--- config.mk ---
export PLATFORM = sky130hd
export DESIGN_NAME = i2c_bus_state_ctrl
export DESIGN_NICKNAME = d
export VERILOG_FILES = /design/src/rtl/i2c_bus_state_ctrl.sv
export SDC_FILE = /design/constraint.sdc
export NUM_CORES = 1
export LEC_CHECK = 0
export ABC_AREA = 1
export CAP_MARGIN = 30
export CORE_MARGIN = 3
export CORE_UTILIZATION = 25
export CTS_CLUSTER_SIZE = 40
export DETAILED_ROUTE_END_ITERATION = 7
export SETUP_SLACK_MARGIN = 0.05
export SLEW_MARGIN = 20
export SYNTH_ARGS = -nofsm -noshare
export SYNTH_HDL_FRONTEND = slang
export SYNTH_SLANG_ARGS = --single-unit
--- constraint.sdc ---
create_clock -name pclk -period 1.4 [get_ports pclk]
set_input_delay 0.21 -clock pclk [delete_from_list [all_inputs] [get_ports pclk]]
set_output_delay 0.21 -clock pclk [all_outputs]
set_load 0.02 [all_outputs]
--- src/rtl/i2c_bus_state_ctrl.sv ---
// I2C bus state tracker: synchronizes SCL/SDA, detects START/STOP,
// tracks IDLE/BUSY/FREE_WAIT, counts bits per byte, captures the ACK
// bit and flags arbitration loss for the local master.
module i2c_bus_state_ctrl #(
  parameter int SYNC_STAGES     = 2,
  parameter int BUS_FREE_CYCLES = 16
) (
  input  logic       pclk,
  input  logic       presetn,
  input  logic       scl_in,
  input  logic       sda_in,
  input  logic       master_en,
  input  logic       sda_drive_low,
  output logic       start_det,
  output logic       rep_start_det,
  output logic       stop_det,
  output logic       bus_busy,
  output logic [3:0] bit_cnt,
  output logic       byte_done,
  output logic       ack_bit,
  output logic       arb_lost
);

  typedef enum logic [1:0] {
    IDLE      = 2'd0,
    BUSY      = 2'd1,
    FREE_WAIT = 2'd2
  } state_e;

  localparam logic [7:0] FREE_LAST = 8'(BUS_FREE_CYCLES - 1);

  state_e                 state_q, state_d;
  logic [SYNC_STAGES-1:0] scl_sync_q, scl_sync_d;
  logic [SYNC_STAGES-1:0] sda_sync_q, sda_sync_d;
  logic                   scl_p_q, scl_p_d;
  logic                   sda_p_q, sda_p_d;
  logic [3:0]             bit_cnt_q, bit_cnt_d;
  logic [7:0]             free_cnt_q, free_cnt_d;
  logic                   ack_bit_q, ack_bit_d;
  logic                   start_det_q, start_det_d;
  logic                   rep_start_det_q, rep_start_det_d;
  logic                   stop_det_q, stop_det_d;
  logic                   byte_done_q, byte_done_d;
  logic                   arb_lost_q, arb_lost_d;

  logic scl_s, sda_s;
  logic sda_fall, sda_rise, scl_rise;
  logic start_ev, stop_ev;

  // Synchronizer shift and previous-sample capture
  always_comb begin
    scl_sync_d = {scl_sync_q[SYNC_STAGES-2:0], scl_in};
    sda_sync_d = {sda_sync_q[SYNC_STAGES-2:0], sda_in};
    scl_p_d    = scl_s;
    sda_p_d    = sda_s;
  end

  assign scl_s    = scl_sync_q[SYNC_STAGES-1];
  assign sda_s    = sda_sync_q[SYNC_STAGES-1];
  assign sda_fall = sda_p_q & ~sda_s;
  assign sda_rise = ~sda_p_q & sda_s;
  assign scl_rise = ~scl_p_q & scl_s;
  // SCL must be high on both samples, so an SDA edge alongside an SCL edge is ignored
  assign start_ev = scl_p_q & scl_s & sda_fall;
  assign stop_ev  = scl_p_q & scl_s & sda_rise;

  // State register
  always_ff @(posedge pclk or negedge presetn) begin
    if (!presetn) state_q <= IDLE;
    else          state_q <= state_d;
  end

  // Next-state logic; START outranks the free-wait timeout
  always_comb begin
    state_d = state_q;
    case (state_q)
      IDLE:      if (start_ev) state_d = BUSY;
      BUSY:      if (stop_ev)  state_d = FREE_WAIT;
      FREE_WAIT: begin
        if (start_ev)                      state_d = BUSY;
        else if (free_cnt_q == FREE_LAST)  state_d = IDLE;
      end
      default:   state_d = IDLE;
    endcase
  end

  // Output/datapath next values: pulses, bit counter, free counter, ACK capture
  always_comb begin
    bit_cnt_d       = bit_cnt_q;
    free_cnt_d      = free_cnt_q;
    ack_bit_d       = ack_bit_q;
    start_det_d     = 1'b0;
    rep_start_det_d = 1'b0;
    stop_det_d      = 1'b0;
    byte_done_d     = 1'b0;
    arb_lost_d      = ((state_q == BUSY) & master_en & ~sda_drive_low & scl_rise & ~sda_s) |
                      ((start_ev | stop_ev) & master_en & sda_drive_low);
    case (state_q)
      IDLE: begin
        if (start_ev) begin
          start_det_d = 1'b1;
          bit_cnt_d   = 4'd0;
        end
      end
      BUSY: begin
        if (start_ev) begin
          rep_start_det_d = 1'b1;
          bit_cnt_d       = 4'd0;
        end else if (stop_ev) begin
          stop_det_d = 1'b1;
          bit_cnt_d  = 4'd0;
          free_cnt_d = 8'd0;
        end else if (scl_rise) begin
          if (bit_cnt_q == 4'd8) begin
            byte_done_d = 1'b1;
            ack_bit_d   = sda_s;
            bit_cnt_d   = 4'd0;
          end else begin
            bit_cnt_d = bit_cnt_q + 4'd1;
          end
        end
      end
      FREE_WAIT: begin
        if (start_ev) begin
          start_det_d = 1'b1;
          bit_cnt_d   = 4'd0;
          free_cnt_d  = 8'd0;
        end else if (free_cnt_q != FREE_LAST) begin
          free_cnt_d = free_cnt_q + 8'd1;
        end
      end
      default: ;
    endcase
  end

  // Synchronizer, datapath and registered pulse flops
  always_ff @(posedge pclk or negedge presetn) begin
    if (!presetn) begin
      scl_sync_q      <= '1;
      sda_sync_q      <= '1;
      scl_p_q         <= 1'b1;
      sda_p_q         <= 1'b1;
      bit_cnt_q       <= 4'd0;
      free_cnt_q      <= 8'd0;
      ack_bit_q       <= 1'b1;
      start_det_q     <= 1'b0;
      rep_start_det_q <= 1'b0;
      stop_det_q      <= 1'b0;
      byte_done_q     <= 1'b0;
      arb_lost_q      <= 1'b0;
    end else begin
      scl_sync_q      <= scl_sync_d;
      sda_sync_q      <= sda_sync_d;
      scl_p_q         <= scl_p_d;
      sda_p_q         <= sda_p_d;
      bit_cnt_q       <= bit_cnt_d;
      free_cnt_q      <= free_cnt_d;
      ack_bit_q       <= ack_bit_d;
      start_det_q     <= start_det_d;
      rep_start_det_q <= rep_start_det_d;
      stop_det_q      <= stop_det_d;
      byte_done_q     <= byte_done_d;
      arb_lost_q      <= arb_lost_d;
    end
  end

  assign start_det     = start_det_q;
  assign rep_start_det = rep_start_det_q;
  assign stop_det      = stop_det_q;
  assign bus_busy      = (state_q != IDLE);
  assign bit_cnt       = bit_cnt_q;
  assign byte_done     = byte_done_q;
  assign ack_bit       = ack_bit_q;
  assign arb_lost      = arb_lost_q;

endmodule
==> run_results.csv, run 1 <==
group,metric,value,unit
run_status,status,"complete, but fails checks",
run_status,violations,"negative setup slack",
synth,yosys.area_share.simple,32.4,%
synth,syn_nets,162,
sta,slew_headroom,78.9,%
sta,rsz0062_at_grt,"yes",
synth,synth_seq_cells,26,
floorplanning,dieArea,0.00603,mm^2
floorplanning,initial_utilization,26.5,%
clock_tree,clk_latency,270,ps
global_routing,grt_antenna_before_repair,0,
finish,stdcell_area,0.00182,mm^2
sta,final_max_slew_viol_count,0,
finish,final_layout_size_suffix_gt1_share,36.5,%
synth,synth_compound_area_share,5.46,%
critical_path,crit_chain,"nand2_4, nor2_4, buf_4, nor3_2, or2_2",
finish,syn2layout_area_growth,41.7,%
synth,avgSynthCellArea,8.39,um^2
finish,final_common_cell,"nand2_1",
floorplanning,die_h,77.7,um
critical_path,crit_path_max_incr_delay,580,ps
critical_path,rr_worst_depth,5,
synth,synth_mux_area_share,0,%
detailed_routing,detail_route.iter0.violations,24,
floorplanning,dieWidth,77.7,um
sta,whs,286,ps
critical_path,start_kind,"flip-flop",
clock_tree,cts.htree.levels,1,
placed_design,place_area,0.00159,mm^2
synth,syn_area,0.00128,mm^2
global_routing,grt_pass1_vias,1009,
clock_tree,clk_pin_slew,90,ps
floorplanning,io_pins,17,
sta,post-route-min-period,1440,ps
critical_path,path_max_fanout,5,
sta,tightestPinTransition,316,ps
detailed_routing,drt_pass1_iterations,4,
pwr,peakVddDrop,0.539,mV
detailed_routing,wl_per_cell,10.5,um
sta,min_period_over_period,103,%
finish,final_cell_mix,"nand2_1, dfrtp_1, buf_4",
synth,synthAdderAreaFrac,2.92,%
placed_design,gp_congestion,0.785,
placed_design,hpwl,1770,um
global_routing,overflow,0,
clock_tree,cts_tree,"yes",
synth,ys_warn_count,0,
synth,yosysUniqueCellTypes,25,
job,drv_cap,0,
clock_tree,cts_root_buf,"clkbuf_8",
placed_design,place_ws,-56.3,ps
sta,hold_viol_final,0,
global_routing,track_usage,9.04,%
detailed_routing,vias,1084,
critical_path,cp_slowest_cell,"dfstp_2",
clock_tree,numClockSinks,26,
detailed_routing,drc,0,
synth,synthXorXnorAreaFrac,2.05,%
clock_tree,cts.path.max_buffers,2,
sta,setup_viol,2,
detailed_routing,avgViaCountPerCell,4.19,
global_routing,grt_max_degree,27,
detailed_routing,wirelength,2720,um
finish,nets,202,
pwr,leakage,0.900,nW
floorplanning,num_rows,25,
finish,diodes,0,
critical_path,worstPathArrival,1600,ps
synth,synthCells,153,
critical_path,critPathKind,"flip-flop to flip-flop",
critical_path,critPathCaptureType,"flip-flop",
pwr,cellPowerDensity,1390,mW/mm^2
placed_design,place.port_buffers,16,
hold_path,hold_path.class,"input port to async pin",
synth,yosysSeqAreaShare,51.4,%
sta,fmax,695,MHz
clock_tree,cts-buffers-inserted,3,
detailed_routing,ant_nets,0,
synth,synth_top_family_by_area,"simple AND/OR/NAND/NOR gates",
sta,fin_worst_skew,2.52,ps
floorplanning,core_region_area,0.00485,mm^2
global_routing,grt_pass1_wl,4400,um
sta,fin_tns_setup,-49.7,ps
sta,layout_setup_ws,-38.2,ps
critical_path,crit_required,1560,ps
per-stage QoR:
stage | power, mW | utilization [%] | cells
after floorplan | 1.45 | - | 153
after global placement | 1.74 | 32.9 | 243
after detailed placement | 1.77 | 32.9 | 243
after CTS | 2.45 | 36.0 | 254
after global routing | 2.67 | 37.5 | 259
final | 2.53 | 37.5 | 259
synthesized netlist by cell type:
| cell type | count | area share (%) |
|---|---|---|
| nor2_1 | 23 | 6.7 |
| or2_2 | 2 | 0.97 |
| a21oi_1 | 1 | 0.39 |
| o21ai_0 | 2 | 0.78 |
| nand2_2 | 3 | 1.5 |
| xnor2_1 | 1 | 0.68 |
| dfstp_2 | 7 | 14 |
| dfrtp_1 | 19 | 37 |
| nor2_2 | 1 | 0.49 |
| nand2_1 | 43 | 13 |
| o211a_1 | 1 | 0.78 |
| nand3_2 | 1 | 0.78 |
| nand4_1 | 4 | 1.9 |
| o31ai_1 | 1 | 0.59 |
| inv_2 | 3 | 0.88 |
| o21ai_2 | 3 | 2.0 |
| nor2_4 | 3 | 2.6 |
| o22ai_1 | 1 | 0.49 |
| ha_1 | 3 | 2.9 |
| nor3_1 | 1 | 0.39 |
| nand3_1 | 9 | 3.5 |
| nand2_4 | 1 | 0.88 |
| xor2_1 | 2 | 1.4 |
| o21ai_1 | 1 | 0.39 |
| inv_1 | 17 | 5.0 |
sequential cells by signal (all words and copies together), names as in the netlist:
| signal | flops |
|---|---|
| free_cnt_q | 8 |
| bit_cnt | 4 |
| scl_sync_q | 2 |
| sda_sync_q | 2 |
| state_q | 2 |
| ack_bit | 1 |
| arb_lost | 1 |
| byte_done | 1 |
| rep_start_det | 1 |
| scl_p_q | 1 |
| sda_p_q | 1 |
| start_det | 1 |
| stop_det | 1 |
repair_timing:
item,in CTS,in global routing
endpoints found under the setup margin,24,15
endpoints found under the hold margin,0,0
gates resized for setup,29,16
hold buffers,0,0
pin swaps,14,7
buffers inserted,7,5
layer usage:
layer | track usage (%) | up-vias | part of all wire, %
met5 | 0 | - | 0
met1 | 10.5 | 509 | 43
met3 | 3.13 | 2 | 4.9
li1 | - | 554 | -
met4 | 2.67 | 0 | 0.84
met2 | 15.6 | 19 | 51
kinds of logic (layout without fill, tap and decap cells):
kind of cell	count (synthesis)	count (layout)
XOR/XNOR	3	3
AND/OR/NAND/NOR	91	91
AO/OA/AOI/OAI	10	10
buffers and inverters	20	59
adder cells (fa/ha/maj)	3	3
flip-flops	26	26
path summary, 6_finish.rpt:
path | startpoint | slack [ps] | endpoint
max | scl_sync_q[1] | -40 | state_q[1]
min | presetn | 290 | byte_done
max reg2reg | scl_sync_q[1] | -40 | state_q[1]
min reg2reg | sda_sync_q[0] | 360 | sda_sync_q[1]
max in group asynchronous | presetn | 890 | scl_sync_q[0]
min in group pclk | sda_in | 330 | sda_sync_q[0]
worst max-delay path, delay by kind of cell (launching register included):
family        cells  cell delay (ps)
flops             1              580
simple gates      4              610
buf+inv           1              150
power by group:
group	leakage, nW	internal (mW)	switching, mW
registers	0.331	0.866	0.0925
logic	0.533	0.404	0.539
clock network	0.0357	0.383	0.242
layout make-up:
cell class	count	area (um^2)
flip-flops and latches	26	661
clock buffers	3	41.3
well taps	67	83.8
inverters	20	75.1
clock inverters	1	30.0
repair buffers	35	294
multi-input cells	107	634
fillers	509	3030
No activity file was read; power rests on OpenSTA's default activity.
==> run 2, diff against run 1 <==
--- a/config.mk
+++ b/config.mk
@@ -9,7 +9,7 @@
 export CAP_MARGIN = 30
 export CORE_MARGIN = 3
 export CORE_UTILIZATION = 25
-export CTS_CLUSTER_SIZE = 40
+export CTS_CLUSTER_SIZE = 16
 export DETAILED_ROUTE_END_ITERATION = 7
 export SETUP_SLACK_MARGIN = 0.05
 export SLEW_MARGIN = 20
==> constraint.sdc (replaced) <==
create_clock -name pclk -period 1.66 [get_ports pclk]
set_input_delay 0.249 -clock pclk [delete_from_list [all_inputs] [get_ports pclk]]
set_output_delay 0.249 -clock pclk [all_outputs]
set_load 0.02 [all_outputs]
==> run 2 against run 1 <==
Against the previous run:
- the run now ends clean
- clock skew hardly changed
- hold slack better by 62 ps
- non-clock buffer count shrank 17
- cell count decreased by 6.6%
- combinational power is 38% lower
- critical path type is now flip-flop to output port
- critical endpoint is now rep_start_det
==> run_results.csv, run 2 (synthesis gave the netlist of run 1 again) <==
group,metric,value,unit
finish,stdcell_area,0.00160,mm^2
sta,tightestPinTransition,357,ps
critical_path,ff2ff_setup_slack,220,ps
finish,final_util,33.1,%
pwr,p_switching,0.653,mW
detailed_routing,wl_per_cell,10.3,um
floorplanning,io_pins,17,
finish,final_layout_size_suffix_gt1_share,17.7,%
detailed_routing,avgViaCountPerCell,4.17,
floorplanning,num_rows,25,
detailed_routing,vias,1009,
sta,min_period_over_period,88.2,%
pwr,combPwrFrac,32.2,%
global_routing,grt_pass1_wl,4460,um
critical_path,cp_top_family,"buffers and inverters",
finish,fill_cells,511,
hold_path,hold_path.class,"input port to async pin",
critical_path,crit_start,"rep_start_det",
clock_tree,clk_latency,270,ps
clock_tree,clk_pin_slew,90,ps
sta,fin_worst_skew,2.61,ps
pwr,cellPowerDensity,1130,mW/mm^2
finish,final_cell_mix,"nand2_1, nor2_1, dfrtp_1",
floorplanning,dieWidth,77.7,um
placed_design,place_area,0.00154,mm^2
clock_tree,cts_root_buf,"clkbuf_8",
finish,syn2layout_area_growth,24.9,%
clock_tree,cts.path.max_buffers,2,
critical_path,crit_required,1410,ps
placed_design,gp_congestion,0.770,
floorplanning,die_h,77.7,um
global_routing,grt_max_degree,27,
floorplanning,initial_utilization,26.5,%
detailed_routing,drc,0,
placed_design,hpwl,1820,um
finish,final_common_cell,"nand2_1",
critical_path,critPathCaptureType,"output port",
critical_path,critPathKind,"flip-flop to output port",
detailed_routing,detail_route.iter0.violations,44,
job,drv_cap,0,
critical_path,crit_chain,"clkdlybuf4s50_1",
sta,fmax,683,MHz
global_routing,overflow,0,
sta,fin_tns_setup,0,ps
floorplanning,core_region_area,0.00485,mm^2
clock_tree,cts.htree.levels,1,
pwr,p_int,1.17,mW
pwr,leakage,0.816,nW
finish,largest_register_ffs,8,
clock_tree,cts-buffers-inserted,3,
finish,diodes,0,
sta,post-route-min-period,1460,ps
sta,final_max_slew_viol_count,0,
pwr,power,1.82,mW
pwr,swShare,35.9,%
clock_tree,postCtsSetupRepairBufs,0,
critical_path,rr_worst_depth,7,
critical_path,crit_path_max_incr_delay,600,ps
critical_path,cp_slowest_cell,"clkdlybuf4s50_1",
global_routing,track_usage,9.16,%
floorplanning,dieArea,0.00603,mm^2
finish,top_register,"free_cnt_q",
detailed_routing,ant_nets,0,
critical_path,worstPathArrival,1220,ps
finish,nets,185,
critical_path,worst-path-stages,1,
pwr,clkPwrFrac,22.6,%
clock_tree,cts_tree,"yes",
sta,rsz0062_at_grt,"no",
sta,setup_viol,0,
sta,hold_viol_final,0,
pwr,peakVddDrop,0.456,mV
global_routing,grt_antenna_before_repair,0,
critical_path,rr_endpoint,"state_q[1]",
pwr,p_seq_share,45.1,%
placed_design,place.port_buffers,16,
run_status,status,"complete, no violations",
critical_path,worstReg2RegStart,"free_cnt_q[0]",
critical_path,path_max_fanout,1,
detailed_routing,wirelength,2490,um
clock_tree,numClockSinks,26,
critical_path,path_buf_inv,1,
critical_path,endpoint,"rep_start_det",
detailed_routing,drt_pass1_iterations,4,
sta,slew_headroom,76.0,%
global_routing,grt_pass1_vias,990,
critical_path,start_kind,"flip-flop",
run 2: power groups by stage:
stage               registers [mW]  logic [mW]  clock network (mW)
floorplan                    0.865       0.355                   0
global placement             0.832       0.608                   0
detailed placement           0.834       0.613                   0
CTS                          0.822       0.598               0.425
global route                 0.839       0.665               0.450
finish                       0.820       0.586               0.412
run 2: area by class of cell:
type	instances	area [um^2]	area share [%]
clock buffers	4	55.1	3.43
repair buffers	18	179	11.2
flip-flops and latches	26	661	41.2
well taps	67	83.8	5.23
inverters	20	75.1	4.68
multi-input cells	107	549	34.3
run 2: timing repair:
action | in CTS | in global routing
gates resized for setup | 4 | 3
hold buffers | 0 | 0
cloned | 0 | 0
endpoints found under the setup margin | 3 | 3
run 2: worst min-delay path by stage:
stage	end	slack, ps	cells after the start
after floorplan	arb_lost	-50	0
after global placement	sda_sync_q[1]	350	0
after detailed placement	sda_sync_q[1]	350	0
after CTS	byte_done	360	2
after global routing	sda_sync_q[1]	370	0
final	byte_done	350	2
run 2: per-stage QoR:
stage / std cells / setup slack [ps] / hold slack (ps)
after floorplan: 153 / 341 / -46.6
after global placement: 238 / 250 / 347
after detailed placement: 238 / 227 / 349
after CTS: 242 / 55.2 / 360
after global routing: 242 / 67.7 / 366
final: 242 / 195 / 347
run 2: per-layer routing:
metal / wire length [um] / share of wire [%] / GRT usage, % / up-vias
met1: 1170 / 47 / 11.0 / 467
met5: 0 / 0 / 0 / -
met2: 1180 / 47 / 15.2 / 18
li1: - / - / - / 522
met3: 112 / 4.5 / 3.02 / 2
met4: 29 / 1.2 / 3.20 / 0
